File: config.mk
export PLATFORM = sky130hd
export DESIGN_NAME = instr_fetch_queue
export DESIGN_NICKNAME = d
export VERILOG_FILES = /design/src/rtl/instr_fetch_queue.sv
export SDC_FILE = /design/constraint.sdc
export NUM_CORES = 1
export LEC_CHECK = 0
export BUFFER_PORTS_ARGS = -buffer_cell sky130_fd_sc_hd__buf_2
export CAP_MARGIN = 10
export CORE_MARGIN = 2
export CORE_UTILIZATION = 29
export CTS_CLUSTER_SIZE = 16
export DETAILED_ROUTE_END_ITERATION = 12
export PLACE_DENSITY = 0.5
export RECOVER_POWER = 50
export SLEW_MARGIN = 20
export SYNTH_ARGS = -nofsm -noshare
export SYNTH_HDL_FRONTEND = slang
export SYNTH_SLANG_ARGS = --single-unit
File: constraint.sdc
create_clock -name clk -period 13.45 [get_ports clk]
set_input_delay 0 -clock clk [delete_from_list [all_inputs] [get_ports clk]]
set_output_delay 0 -clock clk [all_outputs]
set_load 0.01 [all_outputs]
File: src/rtl/instr_fetch_queue.sv
// Instruction fetch stage: one outstanding imem request per accepted PC,
// results buffered in a small FIFO for decode. Misaligned PCs bypass memory.
module instr_fetch_queue #(
  parameter int          DEPTH    = 4,
  parameter logic [31:0] RESET_PC = 32'h0000_3000
) (
  input  logic        clk,
  input  logic        reset,
  input  logic [31:0] pc,
  input  logic        pc_valid,
  output logic        pc_ready,
  input  logic        flush,
  output logic        imem_req,
  output logic [31:0] imem_addr,
  input  logic        imem_rvalid,
  input  logic [31:0] imem_rdata,
  output logic        if_valid,
  output logic [31:0] if_pc,
  output logic [31:0] if_instr,
  output logic        if_adel,
  input  logic        id_ready
);

  localparam int AW = $clog2(DEPTH);
  localparam int CW = AW + 1;

  typedef enum logic [1:0] {
    IDLE,
    REQ,
    WAIT
  } state_e;

  state_e          state_q, state_d;
  logic [CW-1:0]   count_q, count_d;
  logic [AW-1:0]   head_q, head_d;
  logic [AW-1:0]   tail_q, tail_d;
  logic            discard_q, discard_d;
  logic [31:0]     req_pc_q, req_pc_d;
  logic [31:0]     pc_mem_q [DEPTH];
  logic [31:0]     pc_mem_d [DEPTH];
  logic [31:0]     instr_mem_q [DEPTH];
  logic [31:0]     instr_mem_d [DEPTH];
  logic            adel_mem_q [DEPTH];
  logic            adel_mem_d [DEPTH];

  logic            accept;
  logic            misal;
  logic            resp;
  logic            push;
  logic            pop;
  logic [31:0]     push_pc;
  logic [31:0]     push_instr;
  logic            push_adel;

  assign pc_ready  = (state_q == IDLE) && (count_q < CW'(DEPTH)) && !flush;
  assign accept    = pc_valid && pc_ready;
  assign misal     = (pc[1:0] != 2'b00);
  assign resp      = (state_q == WAIT) && imem_rvalid;
  assign imem_req  = (state_q == REQ);
  assign imem_addr = req_pc_q;
  assign if_valid  = (count_q != '0);
  assign if_pc     = pc_mem_q[head_q];
  assign if_instr  = instr_mem_q[head_q];
  assign if_adel   = adel_mem_q[head_q];
  assign pop       = if_valid && id_ready && !flush;

  always_comb begin
    push       = 1'b0;
    push_pc    = req_pc_q;
    push_instr = imem_rdata;
    push_adel  = 1'b0;
    // accept already excludes flush; a flushed response must never land
    if (accept && misal) begin
      push       = 1'b1;
      push_pc    = pc;
      push_instr = 32'h0;
      push_adel  = 1'b1;
    end else if (resp && !discard_q && !flush) begin
      push = 1'b1;
    end
  end

  always_comb begin
    state_d   = state_q;
    req_pc_d  = req_pc_q;
    discard_d = discard_q;
    case (state_q)
      IDLE: begin
        if (accept && !misal) begin
          req_pc_d = pc;
          state_d  = REQ;
        end
      end
      REQ:     state_d = WAIT;
      WAIT:    if (imem_rvalid) state_d = IDLE;
      default: state_d = IDLE;
    endcase
    if (resp) begin
      discard_d = 1'b0;
    end else if (flush && (state_q != IDLE)) begin
      discard_d = 1'b1;
    end
  end

  always_comb begin
    count_d     = count_q;
    head_d      = head_q;
    tail_d      = tail_q;
    pc_mem_d    = pc_mem_q;
    instr_mem_d = instr_mem_q;
    adel_mem_d  = adel_mem_q;
    if (push) begin
      pc_mem_d[tail_q]    = push_pc;
      instr_mem_d[tail_q] = push_instr;
      adel_mem_d[tail_q]  = push_adel;
    end
    if (flush) begin
      count_d = '0;
      head_d  = '0;
      tail_d  = '0;
    end else begin
      count_d = count_q + CW'(push) - CW'(pop);
      if (push) tail_d = tail_q + AW'(1);
      if (pop)  head_d = head_q + AW'(1);
    end
  end

  always_ff @(posedge clk or posedge reset) begin
    if (reset) begin
      state_q   <= IDLE;
      count_q   <= '0;
      head_q    <= '0;
      tail_q    <= '0;
      discard_q <= 1'b0;
      req_pc_q  <= RESET_PC;
      for (int i = 0; i < DEPTH; i++) begin
        pc_mem_q[i]    <= '0;
        instr_mem_q[i] <= '0;
        adel_mem_q[i]  <= 1'b0;
      end
    end else begin
      state_q     <= state_d;
      count_q     <= count_d;
      head_q      <= head_d;
      tail_q      <= tail_d;
      discard_q   <= discard_d;
      req_pc_q    <= req_pc_d;
      pc_mem_q    <= pc_mem_d;
      instr_mem_q <= instr_mem_d;
      adel_mem_q  <= adel_mem_d;
    end
  end

`ifndef SYNTHESIS
  a_no_overflow: assert property (@(posedge clk) disable iff (reset)
    !(push && (count_q == CW'(DEPTH)) && !pop));
`endif

endmodule

### Word-level counts from Yosys, hierarchy flattened

Cells that the tools add are included.
W data, S select, Z words.

| word-level totals | value |
|---|---|
| flip-flop bits (word level) | 302 |
| bits in latches | 0 |
| memory bits (writable) | 0 |
| bits in read-only memories | 0 |
| input port bits | 70 |
| output and inout bits | 100 |
| memories kept | 0 |

| cells by class | value |
|---|---|
| add/subtract/negate cells | 4 |
| $mul | 0 |
| divide/modulo/power cells | 0 |
| magnitude comparators | 4 |
| equal/unequal tests | 4 |
| shift operators | 0 |
| muxes and demuxes | 31 |
| bitwise gates (word level) | 2 |
| reduce and logical (&&, ||, !) cells | 24 |

Operators with widths:

| cell | count |
|---|---|
| $bwmux W128 | 2 |
| $mux W32 | 7 |
| $bmux W32 S2 | 2 |
| $demux W32 S2 | 1 |
| $logic_and A1 B1 Y1 | 12 |
| $mux W2 | 6 |
| $reduce_bool A2 Y1 | 5 |
| $mux W1 | 8 |
| $ge A3 B3 Y1 const B | 2 |
| $not A2 Y3 | 2 |
| $pmux W2 S3 | 1 |
| $add A2 B1 Y2 const B | 2 |
| $bwmux W4 | 1 |
| $reduce_and A2 Y1 | 2 |
| $add A3 B1 Y3 | 1 |
| $logic_not A1 Y1 | 3 |
| $lt A3 B1 Y1 const B | 1 |
| $lt A3 B3 Y1 const B | 1 |
| $mux W3 | 1 |
| $reduce_bool A3 Y1 | 1 |
| $sub A3 B1 Y3 | 1 |
| $bmux W1 S2 | 1 |
| $demux W1 S2 | 1 |
| $eq A2 B1 Y1 const B | 1 |
| other kinds (4) | 4 |

### Longest topological paths before layout

Gate-level depths: netlist (run 1).

| logic depth | value |
|---|---|
| depth after elaboration | 9 |
| depth in mapped cells | 13 |
| mapped depth without buffers | 11 |

### Least setup slack after synthesis (run 1)

No wires, ideal clock.

| timing path | value |
|---|---|
| path kind | reg2reg |
| from | register count_q[2] |
| to | register count_q[2] |
| library setup time | 0.132 ns |
| data arrival time | 2.677 ns |
| required time | 13.318 ns |
| path slack | 10.641 ns |
| stages on the path, launching flop included | 14 |
| path through | dfrtp_1 -> nor4_4 -> and3b_1 -> buf_4 -> buf_2 -> nor2_1 -> ha_1 -> inv_1 -> ha_1 -> inv_1 -> fa_1 -> xor2_1 -> xnor2_1 -> nor2_1 |

| on the way | value |
|---|---|
| longest elaborated chain between the ends | 9 |

Ends and longest elaborated chain:

| what | RTL line | source |
|---|---|---|
| start: declaration | 34 | `logic [CW-1:0] count_q, count_d;` |
| start signal: assignment | 143 | `count_q <= count_d;` |
| $lt A3 B3 Y1 | 55 | `assign pc_ready = (state_q == IDLE) && (count_q < CW'(DEPTH)) && !flush;` |
| $logic_and A1 B1 Y1 (2 in a row) | 55 |  |
| named net pc_ready | 11 | `output logic pc_ready,` |
| $logic_and A1 B1 Y1 | 56 | `assign accept = pc_valid && pc_ready;` |
| $logic_and A1 B1 Y1 | 73 | `if (accept && misal) begin` |
| $mux W1 | 73 |  |
| $add A3 B1 Y3 | 122 | `count_d = count_q + CW'(push) - CW'(pop);` |
| $sub A3 B1 Y3 | 122 |  |
| $mux W3 | 117 | `if (flush) begin` |
| named net count_d[2] | 34 |  |

The timed path passes the listed nets, and every way through them passes these cells.
A chain may end at the register's enable or synchronous reset.

==> results of run 1 <==
## kinds of logic after synthesis
group                      count (synthesis)  share of synthesized area
muxes                                    385                      0.397
DFF                                      302                      0.516
buffers and inverters                     61                     0.0446
and+or+nand+nor                           59                     0.0248
AOI/OAI and AO/OA                         12                    0.00913
adders and majority gates                  7                    0.00649
xor gates and xnor gates                   4                    0.00239
## layout make-up
class / count / area [µm²] / area share
timing repair buffer: 246 / 1560 / 0.0880
sequential: 302 / 7560 / 0.428
tap: 672 / 841 / 0.0475
clock buffer: 59 / 1150 / 0.0651
multi-input combinational: 467 / 6440 / 0.364
clock inverter: 10 / 106 / 0.00601
antenna: 1 / 2.50 / 0.000142
inverter: 6 / 23.8 / 0.00134
## layer usage
metal,up-vias,global-route usage
met4,2,0.0369
met1,4200,0.184
met3,43,0.0307
met5,-,0
li1,3503,-
met2,123,0.211
## worst reg2reg max path: stages, from the launching register on
cell	delay, ns
dfrtp_1	0.40
nor4_1	0.88
nand3b_4	0.71
a21boi_4	0.89
buf_4	0.89
mux2_2	0.52
## synth_stat cells, types with 2 or more instances
| cell | n | share of area |
|---|---|---|
| nor2_1 | 8 | 0.0020 |
| dfstp_2 | 2 | 0.0036 |
| nor3_1 | 2 | 0.00068 |
| xor2_1 | 3 | 0.0018 |
| nor2b_1 | 2 | 0.00085 |
| buf_1 | 5 | 0.0013 |
| dfrtp_1 | 300 | 0.51 |
| a21boi_4 | 4 | 0.0051 |
| nand2_1 | 2 | 0.00051 |
| mux2_4 | 200 | 0.20 |
| and2_1 | 34 | 0.015 |
| mux4_2 | 65 | 0.10 |
| buf_12 | 24 | 0.033 |
| inv_1 | 6 | 0.0015 |
| buf_2 | 4 | 0.0014 |
| ha_1 | 6 | 0.0051 |
| buf_4 | 6 | 0.0031 |
| a21oi_1 | 2 | 0.00068 |
| nand3_1 | 5 | 0.0017 |
| clkbuf_1 | 15 | 0.0038 |
| a21bo_2 | 2 | 0.0014 |
| mux2_2 | 120 | 0.092 |
## registers in the layout (all words and copies together), names as in the netlist
name and cells:
head_q 2, state_q 2, adel_mem_q 4, imem_addr 32, tail_q 2, pc_mem_q 128
discard_q 1, count_q 3, instr_mem_q 128
## what timing repair did
action	in CTS	in global routing
endpoints found under the setup margin	0	0
setup buffers	0	0
endpoints found under the hold margin	408	0
hold buffers	67	0
## through the flow
step / power [µW] / util / instance area (µm²) / std cells / setup slack [ns]
CTS: 3560 / 0.354 / 17700 / 1761 / 8.97
detailed placement: 2480 / 0.316 / 15800 / 1625 / 8.97
global route: 3680 / 0.353 / 17700 / 1762 / 6.35
global placement: 2470 / 0.316 / 15800 / 1625 / 9.14
floorplan: 2100 / - / 14700 / 830 / 5.11
finish: 3480 / 0.353 / 17700 / 1763 / 7.56
## worst max-delay path by stage
| stage | startpoint | to | slack (ns) | cells past startpoint |
|---|---|---|---|---|
| after detailed placement | count_q[2] | pc_mem_q[88] | 8.97 | 5 |
| after global placement | count_q[2] | pc_mem_q[85] | 9.14 | 5 |
| after global routing | reset | pc_mem_q[10] | 6.35 | 5 |
| after floorplan | reset | adel_mem_q[0] | 5.11 | 1 |
| final | reset | pc_mem_q[2] | 7.56 | 5 |
| after CTS | count_q[2] | pc_mem_q[84] | 8.97 | 5 |
## power breakdown
part | leakage, µW | internal [µW] | switching [µW] | total, µW
Clock | 0.000621 | 627 | 398 | 1020
Combinational | 0.00339 | 646 | 475 | 1120
Sequential | 0.00395 | 1170 | 163 | 1330
Total | 0.00796 | 2440 | 1040 | 3480
==> metrics.cfg, run 1 <==
[die]
initial_core_util = 0.293
die_h_um = 229
die_x_um = 229
ios = 170
rows = 82
die-area_um2 = 52400
core_um2 = 50100

[critical_path]
worstReg2RegEnd = pc_mem_q[89]
crit_family = buffers and inverters
crit_top_cell = clkbuf_1
regToRegSetupSlack_ns = 9.04
worstReg2RegStart = count_q[2]
cpPeakStageDelay_ns = 2.98
cp_cell_sequence = dlygate4sd3_1, clkbuf_1, clkinvlp_2, clkbuf_1, buf_16
worstSetupPathType = in2async
worstPathArrival_ns = 6.48
cp_slowest_cell = clkinvlp_2
cp_num_buf_inv = 5
end_kind = async pin
start_kind = input port
reg2reg_depth = 5
cp_max_fo = 133
cp.required_ns = 14.04

[cts]
ctsResizeCount = 0
clkTransAtPathRegs_ns = 0.06
insertion_delay_ns = 0.54
htree_levels = 2
cts_tree = done
clock_sinks = 302
cts.path.max_buffers = 3
cts_buffers = 38
root_buffer = clkbuf_16

[yosys]
yosys.cell_types.count = 35
synth_cells = 830
synth_seq_cells = 302
yosysSeqAreaShare = 0.516
synthFlopType = dfrtp_1
async_reset_ff_frac = 1.00
yosysWarnings = 0
syn_avg_cell_area_um2 = 17.7
synth_edf_count = 0
syn_nets = 907
syn-cell-area_um2 = 14700

[timing]
tns_ns = 0
tightestPinTransition_ns = 5.45
whs_ns = 0.0283
layout_worst_path_cycle_share = 0.438
rsz0062_at_grt = no
setup_viol = 0
period_needed_ns = 5.89
slew-limit-headroom = -2.65
hold_violations = 0
fin_skew_ns = 0.0132
fmax_mhz = 170
final_max_slew_viol_count = 206

[placed_design]
gp_congestion = 0.688
detailed_place_hpwl_um = 20400
port_buffers = 169

[route]
dr_wl_met2_um = 16200
via_count = 7871
wl_met3_um = 1370
first_pass_iters = 4
drt-wirelength-per-cell_um = 19.6
drc_errors = 0
wl_met1_um = 16200
ant_nets = 0
routed_wl_um = 34500
drt_iter0_drc = 317
top_layer_used = met5
via_per_inst = 4.46

[global_route]
grt_pass1_wl_um = 54300
antenna_found_initial = 4
grt_max_degree = 183
globalRouteOverflowTotal = 0
track_usage = 0.134
grt_pass1_vias = 8788

[cells_and_area]
finalNetCount = 1138
layout_common_cells = 299 x dfrtp_1, 200 x mux2_4, 127 x buf_2
syn2layout_area_growth_pct = 20.6
filler_cell_count = 4897
drive_gt1_frac = 0.544
mostFrequentLayoutCell = dfrtp_1

[pwr]
ir_worst_vdd_uv = 80.3
power.density_nw_per_um2 = 197
p_leak_uw = 0.00796

[min_path]
min_from = pc[1]
hold_depth = 4
hp-class = in2reg
hold_end = pc_mem_q[64]

[flow_run]
drv_cap = 3

[outcome]
status = finished with violations
failed_checks = capacitance limit, slew limit

Power figures use the tool's default switching activity.
==> inputs of run 2 (changes only) <==
- clock period: 13.45 -> 5.52 ns (I/O delays scaled with it)
==> run 2 against run 1 <==
Net effect:
- highest routed layer unchanged
- die area unchanged
- design area down 0.16%
- clock-buffer cell count unchanged
- the flow still finishes with violations (capacitance limit, slew limit)
- first-iteration DRC count up 58%
- critical path depth down 2
- critical path type is now reg2reg
==> metrics.cfg, run 2 (synthesis results as in run 1) <==
[cells_and_area]
regArea_um2 = 7570
finalNetCount = 1144
drive_gt1_frac = 0.546
filler_cell_count = 4866
syn2layout_area_growth_pct = 20.4
diodes = 0
layout_common_cells = 298 x dfrtp_1, 200 x mux2_4, 134 x buf_2
multi_input_area_um2 = 6440
mostFrequentLayoutCell = dfrtp_1

[pwr]
p_sw_uw = 2480
clkPwrFrac = 0.287
comb_power_share = 0.319
p_sw_frac = 0.297
pwr-share-seq = 0.394
power.density_nw_per_um2 = 473
ir_worst_vdd_uv = 194
internal-power_uw = 5880
p_leak_uw = 0.00797

[timing]
fin_skew_ns = 0.00924
slew-limit-headroom = -0.959
layout_worst_path_cycle_share = 0.709
tns_ns = 0
final_max_slew_viol_count = 200
period_needed_ns = 3.91
fmax_mhz = 256
setup_viol = 0
setup_ws_ns = 1.61
tightestPinTransition_ns = 2.94
hold_violations = 0
rsz0062_at_grt = no

[die]
rows = 82
die_h_um = 229
core_um2 = 50100
ios = 170
die-area_um2 = 52400
initial_core_util = 0.293
die_x_um = 229

[flow_run]
drv_cap = 3

[critical_path]
cp.required_ns = 5.93
cpPeakStageDelay_ns = 1.68
start_kind = register
worstSetupPathType = reg2reg
cp_cell_sequence = nor4_1, nand3_1, mux2_2
cp_max_fo = 33
end_kind = register
cp_slowest_cell = nand3_1
cp_num_buf_inv = 0
worstPathArrival_ns = 4.33
crit_family = simple AND/OR/NAND/NOR gates

[placed_design]
gp_congestion = 0.718
port_buffers = 169
post-place-ws_ns = 2.05
detailed_place_hpwl_um = 20100

[route]
wl_met1_um = 16000
drt_iter0_drc = 502
top_layer_used = met5
drc_errors = 0
dr_wl_met2_um = 16600
via_count = 7877
via_per_inst = 4.46
routed_wl_um = 34700
drt-wirelength-per-cell_um = 19.7
first_pass_iters = 4
ant_nets = 0
wl_met3_um = 1480

[outcome]
failed_checks = capacitance limit, slew limit
status = finished with violations

[cts]
insertion_delay_ns = 0.54
root_buffer = clkbuf_16
cts_buffers = 37
cts_tree = done
cts.path.max_buffers = 3
clock_sinks = 302
htree_levels = 2
hold_buffers = 69
clkTransAtPathRegs_ns = 0.06
cts_setup_buffers = 0
ctsResizeCount = 0

[global_route]
grt_pass1_vias = 8772
grt_max_degree = 117
globalRouteOverflowTotal = 0
antenna_found_initial = 3
grt_pass1_wl_um = 55200
track_usage = 0.136

[min_path]
hp-class = in2reg

[run 2: cell count changes in the layout (fill, tap and decap cells not counted), sizes merged]
cell         previous run  this run
dlygate4sd3            67        69
clkinv                  6         3
clkbuf                102        96
clkinvlp                2         1
buf                   136       147
diode                   1         0
[run 2: per-stage QoR]
stage	instance area (µm²)	hold WS (ns)	total power, µW	instances	util
5_1_grt	17700	0.0572	8850	1765	0.353
3_5_place_dp	15900	0.251	6030	1631	0.317
6_report	17700	0.0565	8360	1765	0.353
2_1_floorplan	14700	0.0423	5110	830	-
4_1_cts	17700	0.00934	8550	1765	0.354
3_3_place_gp	15900	0.244	6000	1631	0.317
[run 2: metal layers]
metal	track usage	vias up
li1	-	3501
met5	0	-
met4	0.0339	2
met3	0.0309	48
met1	0.185	4196
met2	0.219	130
[run 2: worst min-delay path: cells and delay by family]
kind / cells / cell delay, ns
compound gates: 1 / 0.18
buf+inv: 1 / 0.14
mux: 1 / 0.14
simple gates: 1 / 0.10
[run 2: worst paths after layout]
kind | endpoint | from | depth (start not counted) | slack, ns
min in group asynchronous | imem_addr[4] | reset | 4 | 0.34
worst max register to register | imem_addr[17] | count_q[2] | 3 | 1.61
worst max-delay path | imem_addr[17] | count_q[2] | 3 | 1.61
worst min-delay path | pc_mem_q[1] | pc_valid | 4 | 0.06
max in group asynchronous | pc_mem_q[94] | reset | 5 | 2.35
worst min register to register | instr_mem_q[20] | instr_mem_q[20] | 1 | 0.50
[run 2: layout make-up]
cell class                      count  share of cell area
Sequential cell                   302               0.429
Inverter                            6             0.00135
Tap cell                          672              0.0476
Clock inverter                      6             0.00475
Multi-Input combinational cell    467               0.365
Clock buffer                       59              0.0624
Timing Repair Buffer              253              0.0906
[run 2: power groups by stage]
stage | Sequential [µW] | Clock (µW) | Combinational [µW]
floorplan | 3160 | 0 | 1960
global placement | 3310 | 0 | 2680
detailed placement | 3320 | 0 | 2710
CTS | 3300 | 2490 | 2760
global route | 3390 | 2580 | 2880
finish | 3290 | 2400 | 2670
